`src/rtl/cdb_arbiter_pkg.sv`:
```
// Shared constants, payload type and helpers for the CDB arbiter slice.
package cdb_arbiter_pkg;
  localparam int unsigned NUM_FU         = 4;
  localparam int unsigned NUM_LSN        = 4;
  localparam int unsigned ROB_ENTRY      = 4;
  localparam int unsigned ROB_ENTRY_LOG2 = $clog2(ROB_ENTRY);
  localparam int unsigned DATA_WIDTH     = 32;
  localparam int unsigned FU_IDX_W       = $clog2(NUM_FU);

  localparam int unsigned FU_ALU = 0;
  localparam int unsigned FU_LSU = 1;
  localparam int unsigned FU_BPU = 2;
  localparam int unsigned FU_CSR = 3;

  localparam int unsigned LSN_RS1_FETCH = 0;
  localparam int unsigned LSN_RS2_FETCH = 1;
  localparam int unsigned LSN_RS1_ISSUE = 2;
  localparam int unsigned LSN_RS2_ISSUE = 3;

  typedef logic [ROB_ENTRY_LOG2-1:0] rob_tag_t;

  typedef struct packed {
    rob_tag_t                tag;
    logic [DATA_WIDTH-1:0]   data;
  } cdb_pkt_t;

  // Index of the set bit in a one-hot FU vector (0 when empty).
  function automatic logic [FU_IDX_W-1:0] onehot_idx(input logic [NUM_FU-1:0] oh);
    onehot_idx = '0;
    for (int unsigned i = 0; i < NUM_FU; i++)
      if (oh[i]) onehot_idx = onehot_idx | FU_IDX_W'(i);
  endfunction

  // True when no two requesting FUs present the same ROB tag.
  function automatic logic tags_distinct(input logic [NUM_FU-1:0]                req,
                                         input logic [NUM_FU*ROB_ENTRY_LOG2-1:0] tags);
    tags_distinct = 1'b1;
    for (int unsigned i = 0; i < NUM_FU; i++)
      for (int unsigned j = i + 1; j < NUM_FU; j++)
        if (req[i] && req[j] &&
            tags[i*ROB_ENTRY_LOG2 +: ROB_ENTRY_LOG2] == tags[j*ROB_ENTRY_LOG2 +: ROB_ENTRY_LOG2])
          tags_distinct = 1'b0;
  endfunction
endpackage

```
`src/rtl/cdb_arbiter_if.sv`:
```
// FU write-back, broadcast and listener signals of the Common Data Bus.
interface cdb_arbiter_if;
  import cdb_arbiter_pkg::*;

  logic [NUM_FU-1:0]                fu_req;
  logic [NUM_FU*ROB_ENTRY_LOG2-1:0] fu_tag;
  logic [NUM_FU*DATA_WIDTH-1:0]     fu_data;
  logic [NUM_FU-1:0]                fu_gnt;
  logic                             cdb_valid;
  rob_tag_t                         cdb_tag;
  logic [DATA_WIDTH-1:0]            cdb_data;
  logic [NUM_LSN-1:0]               lsn_request;
  logic [NUM_LSN*ROB_ENTRY_LOG2-1:0] lsn_id;
  logic [NUM_LSN-1:0]               lsn_hit;
  logic [NUM_LSN*DATA_WIDTH-1:0]    lsn_data;

  modport master (
    output fu_req, fu_tag, fu_data, lsn_request, lsn_id,
    input  fu_gnt, cdb_valid, cdb_tag, cdb_data, lsn_hit, lsn_data
  );

  modport slave (
    input  fu_req, fu_tag, fu_data, lsn_request, lsn_id,
    output fu_gnt, cdb_valid, cdb_tag, cdb_data, lsn_hit, lsn_data
  );
endinterface

```
`src/rtl/cdb_arbiter_rr_arbiter.sv`:
```
// Round-robin arbiter: first requester at or after ptr (wrapping) wins a one-hot grant.
module cdb_arbiter_rr_arbiter #(
  parameter  int unsigned N     = 4,
  localparam int unsigned PTR_W = (N > 1) ? $clog2(N) : 1
) (
  input  logic [N-1:0]     req,
  input  logic [PTR_W-1:0] ptr,
  output logic [N-1:0]     gnt
);
  logic [PTR_W:0] pos;
  logic           found;

  always_comb begin
    gnt   = '0;
    found = 1'b0;
    pos   = '0;
    for (int unsigned k = 0; k < N; k++) begin
      pos = {1'b0, ptr} + (PTR_W+1)'(k);
      if (pos >= (PTR_W+1)'(N)) pos = pos - (PTR_W+1)'(N);
      if (!found && req[pos[PTR_W-1:0]]) begin
        gnt[pos[PTR_W-1:0]] = 1'b1;
        found               = 1'b1;
      end
    end
  end
endmodule

```
`src/rtl/cdb_arbiter.sv`:
```
// Common Data Bus owner: round-robin FU grant, 1-cycle registered broadcast, listener tag match.
// Optional CDB_FLUSH_EN adds cdb_flush, which kills the grant and rewinds the pointer.
module cdb_arbiter
  import cdb_arbiter_pkg::*;
(
  input  logic CLK,
  input  logic RSTN,
`ifdef CDB_FLUSH_EN
  input  logic cdb_flush,
`endif
  cdb_arbiter_if.slave bus
);
  logic [FU_IDX_W-1:0] rr_ptr;
  logic [FU_IDX_W-1:0] gnt_idx;
  logic [FU_IDX_W-1:0] ptr_nxt;
  logic [NUM_FU-1:0]   arb_req;
  logic [NUM_FU-1:0]   gnt;
  logic                xfer;
  logic                flush_c;
  logic                valid_q;
  cdb_pkt_t            cdb_q;
  cdb_pkt_t            sel;
  logic [NUM_LSN-1:0]  lsn_hit_c;

`ifdef CDB_FLUSH_EN
  assign flush_c = cdb_flush;
`else
  assign flush_c = 1'b0;
`endif

  assign arb_req = flush_c ? '0 : bus.fu_req;

  cdb_arbiter_rr_arbiter #(.N(NUM_FU)) u_rr (
    .req (arb_req),
    .ptr (rr_ptr),
    .gnt (gnt)
  );

  assign xfer    = |gnt;
  assign gnt_idx = onehot_idx(gnt);
  assign ptr_nxt = (gnt_idx == FU_IDX_W'(NUM_FU - 1)) ? '0 : gnt_idx + FU_IDX_W'(1);

  // Payload mux of the granted FU.
  always_comb begin
    sel = '0;
    for (int unsigned i = 0; i < NUM_FU; i++) begin
      if (gnt[i]) begin
        sel.tag  = bus.fu_tag[i*ROB_ENTRY_LOG2 +: ROB_ENTRY_LOG2];
        sel.data = bus.fu_data[i*DATA_WIDTH +: DATA_WIDTH];
      end
    end
  end

  // Broadcast register and round-robin pointer; tag/data hold across idle cycles.
  always_ff @(posedge CLK or negedge RSTN) begin
    if (!RSTN) begin
      valid_q <= 1'b0;
      cdb_q   <= '0;
      rr_ptr  <= '0;
    end else begin
      valid_q <= xfer;
      if (xfer) cdb_q <= sel;
      if (flush_c)   rr_ptr <= '0;
      else if (xfer) rr_ptr <= ptr_nxt;
    end
  end

  // Listeners only ever see the registered broadcast, never the in-flight grant.
  always_comb begin
    lsn_hit_c = '0;
    for (int unsigned k = 0; k < NUM_LSN; k++)
      lsn_hit_c[k] = bus.lsn_request[k] & valid_q &
                     (bus.lsn_id[k*ROB_ENTRY_LOG2 +: ROB_ENTRY_LOG2] == cdb_q.tag);
  end

  assign bus.fu_gnt    = gnt;
  assign bus.cdb_valid = valid_q;
  assign bus.cdb_tag   = cdb_q.tag;
  assign bus.cdb_data  = cdb_q.data;
  assign bus.lsn_hit   = lsn_hit_c;
  assign bus.lsn_data  = {NUM_LSN{cdb_q.data}};

  a_tags_distinct: assert property (@(posedge CLK) disable iff (!RSTN)
                                    tags_distinct(bus.fu_req, bus.fu_tag));
endmodule

```
`src/flat_wrapper.sv`:
```
// flat-port wrapper written by rule: the top's interface ports become plain ports
module cdb_arbiter_flat import cdb_arbiter_pkg::*;
  (CLK, RSTN, bus_fu_req, bus_fu_tag, bus_fu_data, bus_lsn_request, bus_lsn_id, bus_fu_gnt, bus_cdb_valid, bus_cdb_tag, bus_cdb_data, bus_lsn_hit, bus_lsn_data);
  cdb_arbiter_if bus_i ();
  input  logic CLK;
  input  logic RSTN;
  input wire logic [$bits(bus_i.fu_req)-1:0] bus_fu_req;
  input wire logic [$bits(bus_i.fu_tag)-1:0] bus_fu_tag;
  input wire logic [$bits(bus_i.fu_data)-1:0] bus_fu_data;
  input wire logic [$bits(bus_i.lsn_request)-1:0] bus_lsn_request;
  input wire logic [$bits(bus_i.lsn_id)-1:0] bus_lsn_id;
  output wire logic [$bits(bus_i.fu_gnt)-1:0] bus_fu_gnt;
  output wire logic [$bits(bus_i.cdb_valid)-1:0] bus_cdb_valid;
  output wire logic [$bits(bus_i.cdb_tag)-1:0] bus_cdb_tag;
  output wire logic [$bits(bus_i.cdb_data)-1:0] bus_cdb_data;
  output wire logic [$bits(bus_i.lsn_hit)-1:0] bus_lsn_hit;
  output wire logic [$bits(bus_i.lsn_data)-1:0] bus_lsn_data;
  assign bus_i.fu_req = bus_fu_req;
  assign bus_i.fu_tag = bus_fu_tag;
  assign bus_i.fu_data = bus_fu_data;
  assign bus_i.lsn_request = bus_lsn_request;
  assign bus_i.lsn_id = bus_lsn_id;
  assign bus_fu_gnt = bus_i.fu_gnt;
  assign bus_cdb_valid = bus_i.cdb_valid;
  assign bus_cdb_tag = bus_i.cdb_tag;
  assign bus_cdb_data = bus_i.cdb_data;
  assign bus_lsn_hit = bus_i.lsn_hit;
  assign bus_lsn_data = bus_i.lsn_data;
  cdb_arbiter u_core (.CLK(CLK), .RSTN(RSTN), .bus(bus_i));
endmodule
```
`config.mk`:
```
export PLATFORM = sky130hd
export DESIGN_NAME = cdb_arbiter_flat
export DESIGN_NICKNAME = d
export VERILOG_FILES = /design/src/rtl/cdb_arbiter_pkg.sv /design/src/rtl/cdb_arbiter_if.sv /design/src/rtl/cdb_arbiter_rr_arbiter.sv /design/src/rtl/cdb_arbiter.sv /design/src/flat_wrapper.sv
export SDC_FILE = /design/constraint.sdc
export NUM_CORES = 1
export LEC_CHECK = 0
export CAP_MARGIN = 20
export CORE_AREA = 2 2 124 126
export CTS_CLUSTER_DIAMETER = 40
export DETAILED_ROUTE_END_ITERATION = 8
export DIE_AREA = 0 0 126 128
export PLACE_DENSITY = 0.79
export SYNTH_ARGS = -nofsm -noshare
export SYNTH_HDL_FRONTEND = slang
export SYNTH_SLANG_ARGS = --single-unit
```
`constraint.sdc`:
```
create_clock -name CLK -period 3.35 [get_ports CLK]
set_input_delay 0.67 -clock CLK [delete_from_list [all_inputs] [get_ports CLK]]
set_output_delay 0.67 -clock CLK [all_outputs]
set_load 0.01 [all_outputs]
```
==> results of run 1 <==
## placed cells by master, fill, tap and decap left out, types with 4 or more instances in the layout
cell	Yosys	routed
o21bai_1	34	34
clkbuf_16	0	5
nor3_1	39	39
dlygate4sd2_1	0	4
ha_1	5	4
nand2_1	40	40
dfrtp_1	37	37
a31oi_1	34	34
a21boi_0	34	34
clkdlybuf4s50_1	0	315
o311ai_1	34	34
nand3b_1	4	4
inv_1	38	38
xor2_1	8	8
a2111oi_0	34	34
buf_12	0	5
buf_4	128	34
## where the power goes
group / leakage, nW / internal [mW] / switching (mW)
registers: 0.437 / 0.730 / 0.390
clock network: 0.0841 / 0.372 / 0.182
logic: 2.37 / 3.36 / 3.32
total: 2.89 / 4.46 / 3.89
## registers in the layout, summed over array words and instances (netlist names)
name	flops
u_core.bus.cdb_tag	2
u_core.rr_ptr	2
u_core.bus.cdb_data	32
u_core.bus.cdb_valid	1
## cells by family (layout without fill, tap and decap cells)
logic type | Yosys count | after routing
multiplexers | 3 | 3
XOR/XNOR | 8 | 8
flip-flops | 37 | 37
AO/OA/AOI/OAI | 189 | 189
AND/OR/NAND/NOR | 99 | 99
adder cells (fa/ha/maj) | 5 | 5
buffers and inverters | 216 | 410
## stage by stage
stage	area, µm²	power [mW]	hold WS [ps]	utilization, %	setup TNS (ps)
after floorplan	4415	5.249	374.4	-	0
after global placement	7102	7.592	638.1	47.78	-2067
after detailed placement	7102	7.744	655.2	47.78	-4644
after CTS	7293	8.323	548.4	49.07	0
after global routing	7322	8.896	566.9	49.26	0
final	7322	8.350	523.0	49.26	0
## cell type report
class	count	area share (%)
clock inverters	1	0.4101
clock buffers	7	1.948
multi-input cells	304	30.67
inverters	39	1.999
repair buffers	363	49.11
flip-flops and latches	37	12.65
well taps	188	3.213
## what timing repair did
| action | CTS | global route |
|---|---|---|
| gates resized for setup | 7 | 6 |
| setup buffers | 2 | 0 |
| pin swaps | 0 | 0 |
| setup endpoints to repair | 4 | 3 |
## worst reg2reg max path, cell delays in order (launching register included)
cell     delay, ps
dfrtp_1        350
inv_1           90
ha_4           290
mux4_2         500
buf_4          170
a21o_1         210
o21ai_4        130
buf_4          410
nand4_4        140
or2_2          370
buf_12         180
a31oi_1        160
## final timing paths
path | slack (ps) | cells past startpoint | startpoint | end
hold reg to reg | 660 | 2 | u_core.bus.cdb_data[26] | u_core.bus.cdb_data[26]
setup reg to reg | 250 | 11 | u_core.rr_ptr[1] | u_core.bus.cdb_data[2]
min in group CLK | 660 | 2 | u_core.bus.cdb_data[26] | u_core.bus.cdb_data[26]
hold / removal | 520 | 1 | RSTN | u_core.bus.cdb_data[18]
setup / recovery | 130 | 8 | u_core.rr_ptr[1] | bus_fu_gnt[2]
max in group asynchronous | 2260 | 1 | RSTN | u_core.bus.cdb_data[8]
## routing by layer
metal  global-route usage (%)  share of wire, %
met1                    24.81                38
met2                    36.91                50
met3                    5.384               9.9
met4                    6.270               1.4
met5                        0                 0
==> flow_metrics.tcl, run 1 <==
set metrics [dict create \
    synth.distinct_cells 42 \
    clk_root_buffer_cell "clkbuf_16" \
    ys_async_sr_fraction_pct 100.0 \
    drv_cap 0 \
    setup_viol 0 \
    synth_nets 716 \
    grt-ovfl-total 0 \
    fin_nets 909 \
    path_buf_inv 3 \
    path_cells "inv_1 -> ha_4 -> mux4_2 -> buf_4 -> a21oi_4 -> a21oi_4 -> or2_2 -> dlygate4sd2_1" \
    cp.required_ps 2680 \
    post_drt_via_cell_ratio 5.296 \
    clock.fmax_ghz 0.3110 \
    tightest_slew_ps 914.1 \
    place.gp.congestion 0.8781 \
    wirelength_um 17820 \
    port-buffer-count 324 \
    dr.pass1.iters 5 \
    synth_top_area_share_pct 21.76 \
    netlist_top_cells_count "128 x buf_4, 40 x nand2_1, 39 x nor3_1" \
    relSlewSlack_pct 39.06 \
    die_width_um 126 \
    power_density_nw_per_um2 1140 \
    critPathMostFrequentCell "a21oi_4" \
    cts_tree "yes" \
    ant_nets 0 \
    synthCells 557 \
    crit_slowest_cell "mux4_2" \
    clk_latency_ps 280 \
    synth_fa_ha_area_share_pct 1.417 \
    core_um2 14860 \
    die_y_um 128 \
    finClkSkew_ps 5.698 \
    dieArea_um2 16130 \
    yosysMostFrequentCell "buf_4" \
    crit_arrival_ps 2550 \
    core.rowCount 45 \
    synth_compound_area_share_pct 32.90 \
    fin_cells 939 \
    synth_top_family_by_area "compound AO/OA/AOI/OAI gates" \
    worst_slack_ps 134.8 \
    wl_per_cell_um 18.98 \
    yosys_warnings 0 \
    critical-path-top-delay-family "buffers and inverters" \
    critical_path_class "reg -> out" \
    synthFlopType "dfrtp_1" \
    dr_total_vias 4973 \
    n_fill_cell 1447 \
    synthTopCellsByArea "buf_4 22%, dfrtp_1 21%, a2111oi_0 6.7%, o311ai_1 6.7%, a21boi_0 5.8%" \
    muxShareOfSynthArea_pct 1.530 \
    drc 0 \
    antenna_found_initial 0 \
    critPathMaxStageDelay_ps 500 \
    hold_buffers 0 \
    num_antenna_cells 0 \
    ys_seq_area_share_pct 20.97 \
    io_pins 325 \
    synth-seq-cells 37 \
    cts_buffers 5 \
    synth.avg_cell_area_um2 7.927 \
    status "finished clean" \
    netlist_area_um2 4415 \
    htreeDepth 2 \
    pre_cts_slack_ps -184.5 \
    synthSimpleGateAreaFrac_pct 11.42 \
    peakVddDrop_uv 1430 \
    syn_to_final_growth_pct 65.83 \
    hold_viol_final 0 \
    drive_gt1_share_pct 8.788 \
    synth_top_cell_by_area "buf_4" \
    clock-sinks 37 \
    grt_pass1_vias 5031 \
    startpoint_type "register" \
    synth_edf_count 0 \
    dr.first_iter.drc_count 362 \
    multi_input_area_um2 2246 \
    dp_hpwl_um 12690 \
    grt_setup_unrepaired "false" \
    grt_max_degree 38 \
    power_leakage_nw 2.893 \
    clockBufferDepth 2 \
    synth_xor_area_share_pct 1.587 \
    drv_slew 0 \
    fin_crit_ps 3215 \
    crit_path_end_kind "primary output" \
    grt_usage_pct 20.84 \
    numPlacedInstances 929 \
    grt_pass1_wl_um 27100 \
    min_path_type "in -> async" \
    initial_core_util_pct 29.71 \
    fin_crit_sh_pct 95.97 \
    cts.clk_slew.worst_paths_ps 60 \
    crit_path_max_fanout 4 \
    regArea_um2 925.9 \
]
No activity file was read; power rests on OpenSTA's default activity.
==> run 2, diff against run 1 <==
Settings changed: CELL_PAD_IN_SITES_DETAIL_PLACEMENT set to 1, CELL_PAD_IN_SITES_GLOBAL_PLACEMENT set to 1, CORE_AREA 2 2 124 126 to not set, CORE_ASPECT_RATIO set to 0.7, CORE_MARGIN set to 2, CORE_UTILIZATION set to 23, DIE_AREA 0 0 126 128 to not set, PLACE_DENSITY 0.79 to 0.81, TNS_END_PERCENT set to 50.
==> flow_metrics.tcl, run 2 (synthesized netlist as in run 1, its figures left out) <==
set metrics [dict create \
    hold_buffers 0 \
    drc 0 \
    dr_total_vias 5030 \
    clock.fmax_ghz 0.3011 \
    finClkSkew_ps 6.683 \
    cts_buffers 5 \
    io_pins 325 \
    wirelength_um 20770 \
    clk_latency_ps 290 \
    initial_core_util_pct 23.40 \
    place.gp.congestion 0.8001 \
    drv_slew 0 \
    drive_gt1_share_pct 8.788 \
    status "finished clean" \
    hold_viol_final 0 \
    fin_crit_ps 3321 \
    wl_per_cell_um 20.92 \
    pre_cts_slack_ps -280.7 \
    setup_viol 0 \
    grt_pass1_wl_um 31190 \
    r2r-start "u_core.rr_ptr[1]" \
    crit_path_max_fanout 6 \
    min_path_type "in -> async" \
    power_leakage_nw 2.833 \
    numPlacedInstances 985 \
    antenna_found_initial 0 \
    clk_root_buffer_cell "clkbuf_16" \
    dp_hpwl_um 14800 \
    relSlewSlack_pct 34.73 \
    port-buffer-count 324 \
    die_width_um 169.6 \
    dr.pass1.iters 4 \
    dieArea_um2 20340 \
    fin_crit_sh_pct 99.14 \
    htreeDepth 2 \
    critical_path_class "in -> out" \
    grt_max_degree 38 \
    post_drt_via_cell_ratio 5.065 \
    timing.critical_path.from "bus_fu_req[2]" \
    fin_cells 993 \
    n_fill_cell 2189 \
    clock-sinks 37 \
    grt_usage_pct 19.95 \
    final_cell_mix "317 x clkdlybuf4s50_1, 40 x nand2_1, 39 x nor3_1" \
    regArea_um2 925.9 \
    multi_input_area_um2 2243 \
    grt_setup_unrepaired "true" \
    grt_pass1_vias 5344 \
    worst_slack_ps 28.83 \
    num_antenna_cells 0 \
    die_y_um 119.9 \
    cp.required_ps 2680 \
    tightest_slew_ps 979.0 \
    cts_tree "yes" \
    syn_to_final_growth_pct 65.66 \
    ant_nets 0 \
    core.rowCount 42 \
    drv_cap 0 \
    grt-ovfl-total 0 \
    dr.first_iter.drc_count 283 \
    fin_nets 909 \
    crit_arrival_ps 2650 \
    crit_path_end_kind "primary output" \
    startpoint_type "input port" \
    final_common_cell "clkdlybuf4s50_1" \
    clockBufferDepth 2 \
    core_um2 18870 \
    peakVddDrop_uv 507.1 \
    largest_reg_flops 32 \
    power_density_nw_per_um2 1131 \
    cts.clk_slew.worst_paths_ps 60 \
]
run 2: cell types whose count changed in the layout (fill, tap and decap cells not counted), sizes merged:
cell | previous run | this run
dlymetal6s2s | 3 | 0
clkbuf | 7 | 9
clkdlybuf4s50 | 315 | 317
bufinv | 1 | 0
clkdlybuf4s15 | 1 | 0
dlygate4sd2 | 4 | 5
run 2: metrics by stage:
step | area (µm²) | total power, mW | util, % | hold WS (ps) | setup TNS (ps)
detailed placement | 7147 | 7.759 | 37.88 | 660.0 | -9539
global placement | 7147 | 7.616 | 37.88 | 641.9 | -6212
floorplan | 4415 | 5.249 | - | 374.4 | 0
CTS | 7289 | 8.272 | 38.64 | 570.5 | 0
global route | 7315 | 8.875 | 38.77 | 610.5 | -53.70
finish | 7315 | 8.275 | 38.77 | 545.0 | 0
run 2: repair_timing:
item                       4_1_cts  5_1_grt
setup buffers                    0        0
setup endpoints to repair        4       31
resized for setup                9        8
pin swaps                        2        2
run 2: where the power goes:
| group | total [mW] | switching, mW | internal (mW) | leakage, nW |
|---|---|---|---|---|
| combinational | 6.67 | 3.42 | 3.25 | 2.33 |
| clock | 0.481 | 0.203 | 0.278 | 0.0652 |
| sequential | 1.12 | 0.390 | 0.730 | 0.437 |
run 2: critical path: stages:
cell and delay, ps:
clkdlybuf4s50_1 450, mux4_2 560, buf_4 190, a21o_1 210
o21ai_4 170, nand2_1 110, dlygate4sd2_1 300
run 2: area by class of cell:
cell class,count,area share (%)
Timing Repair Buffer,363,48.67
Multi-Input combinational cell,304,30.67
Sequential cell,37,12.66
Tap cell,242,4.140
Inverter,39,2.001
Clock buffer,8,1.865
run 2: worst paths after layout:
check / slack, ps / to / cells after the start
worst max-delay path: 30 / bus_fu_gnt[1] / 7
worst min-delay path: 550 / u_core.bus.cdb_data[19] / 1
worst max register to register: 220 / u_core.bus.cdb_tag[0] / 11
worst min register to register: 660 / u_core.bus.cdb_data[4] / 2
max in group asynchronous: 2200 / u_core.bus.cdb_data[3] / 1
min in group CLK: 660 / u_core.bus.cdb_data[4] / 2
run 2: routing by layer:
metal	up-vias	global-route usage [%]	wire [µm]
met4	0	4.968	308
met5	-	0	0
met1	2454	25.96	9063
met2	263	34.16	9884
li1	2283	-	-
met3	30	3.595	1514
==> run 3, diff against run 2 <==
Settings changed: CORE_UTILIZATION 23 to 21, CTS_CLUSTER_DIAMETER 40 to not set, PLACE_DENSITY 0.81 to 0.78.
Clock period 3.35 ns to 2.85 ns, I/O delays scaled along.
==> flow_metrics.tcl, run 3 (synthesized netlist as in run 1, its figures left out) <==
set metrics [dict create \
    peakVddDrop_uv 486.0 \
    fin_cells 1060 \
    p_switching_mw 5.475 \
    drv_cap 0 \
    final_area_um2 8250 \
    p_comb_share_pct 84.0 \
    fin_util_pct 39.86 \
    intPower_mw 6.322 \
    power_leakage_nw 3.153 \
    port-buffer-count 324 \
    drv_slew 0 \
    pre_cts_slack_ps -631.0 \
    dr_total_vias 5256 \
    ant_nets 0 \
    swShare_pct 46.41 \
    cts_tree "yes" \
    antenna_found_initial 2 \
    grt_max_degree 38 \
    post_drt_via_cell_ratio 4.958 \
    dieArea_um2 22220 \
    grt_pass1_vias 5558 \
    core_um2 20700 \
    relSlewSlack_pct 32.42 \
    p_total_mw 11.80 \
    die_y_um 125.3 \
    dr.first_iter.drc_count 211 \
    clockBufferDepth 2 \
    io_pins 325 \
    place_area_um2 7408 \
    setup_viol 25 \
    grt_usage_pct 18.80 \
    clock-sinks 37 \
    die_width_um 177.3 \
    cts_buffers 5 \
    min_path_type "in -> async" \
    drive_gt1_share_pct 18.65 \
    fin_nets 941 \
    wirelength_um 22650 \
    status "finished with violations" \
    finClkSkew_ps 7.320 \
    dr.pass1.iters 4 \
    core.rowCount 44 \
    crit_path_max_fanout 5 \
    pwr-share-clk_pct 4.9 \
    fin_crit_ps 2998 \
    clk_root_buffer_cell "clkbuf_16" \
    syn_to_final_growth_pct 86.85 \
    place.gp.congestion 0.8334 \
    crit_arrival_ps 2430 \
    numPlacedInstances 1032 \
    setup_tns_ps -1071 \
    cp.required_ps 2280 \
    hold_viol_final 0 \
    drc 0 \
    critical_path_class "reg -> out" \
    wl_per_cell_um 21.37 \
    crit_path_end_kind "primary output" \
    clock.fmax_ghz 0.3336 \
    violations "negative setup slack" \
    power_density_nw_per_um2 1430 \
    clk_latency_ps 290 \
    fin_crit_sh_pct 105.2 \
    worst_slack_ps -147.6 \
    startpoint_type "register" \
    pwr-share-seq_pct 11.1 \
    final_cell_mix "315 x clkdlybuf4s50_1, 40 x buf_4, 38 x nand2_1" \
    largest_reg_flops 32 \
    initial_core_util_pct 21.33 \
    grt-ovfl-total 0 \
    tightest_slew_ps 1014 \
    cts.clk_slew.worst_paths_ps 70 \
    final_common_cell "clkdlybuf4s50_1" \
    grt_setup_unrepaired "true" \
    htreeDepth 2 \
    timing.hold.ws_ps 450.1 \
    dp_hpwl_um 15780 \
    grt_pass1_wl_um 32350 \
]
## run 3: changes by cell type in the layout (fill, tap and decap cells not counted), moves of 9 or more
cell,delta
a21boi_0,-20
a2111oi_2,+9
a2111oi_0,-25
a2111oi_1,+10
buf_12,+11
o311ai_1,-10
buf_6,+12
a21boi_1,+12
## run 3: area by class of cell
cell class                      count  area (µm²)
Antenna cell                        1       2.502
Clock buffer                        6       128.9
Clock inverter                      2       10.01
Fill cell                        2371       12450
Inverter                           39       151.4
Multi-Input combinational cell    304        2623
Sequential cell                    37       925.9
Tap cell                          276       345.3
Timing Repair Buffer              395        4064
## run 3: path summary, 6_finish.rpt
path / startpoint / endpoint / slack (ps) / cells after the start
worst max-delay path: u_core.rr_ptr[1] / bus_fu_gnt[3] / -150 / 9
worst min-delay path: RSTN / u_core.bus.cdb_data[21] / 450 / 1
worst max register to register: u_core.rr_ptr[1] / u_core.bus.cdb_data[21] / -100 / 11
worst min register to register: u_core.bus.cdb_data[7] / u_core.bus.cdb_data[7] / 670 / 2
max in group asynchronous: RSTN / u_core.bus.cdb_data[6] / 1760 / 1
min in group CLK: u_core.bus.cdb_data[7] / u_core.bus.cdb_data[7] / 670 / 2
## run 3: routing by layer
layer / wire length [µm] / GRT usage [%] / vias to the layer above
met4: 563 / 5.931 / 0
met3: 1549 / 3.558 / 48
met1: 9383 / 22.90 / 2567
li1: - / - / 2357
met2: 11160 / 33.28 / 284
met5: 0 / 0 / -
## run 3: power by group through the flow
stage	combinational, mW	clock [mW]	sequential [mW]
floorplan	4.97	0	1.31
global placement	8.11	0	1.31
detailed placement	8.30	0	1.34
CTS	8.75	0.601	1.33
global route	10.5	0.624	1.39
finish	9.91	0.576	1.31
## run 3: repair_timing
action / 4_1_cts / 5_1_grt
setup buffers: 7 / 10
endpoints found under the setup margin: 40 / 39
hold buffers: 0 / 0
gates cloned: 1 / 2
pin swaps: 12 / 31
resized for setup: 53 / 104
endpoints found under the hold margin: 0 / 0
## run 3: worst max-delay path, cell delays in order (launching register included)
cell and delay (ps):
dfrtp_1 360, inv_2 60, ha_4 270, mux4_2 550, buf_6 160, nand3b_1 170
a22o_1 240, and2_4 180, inv_6 60, buf_6 90
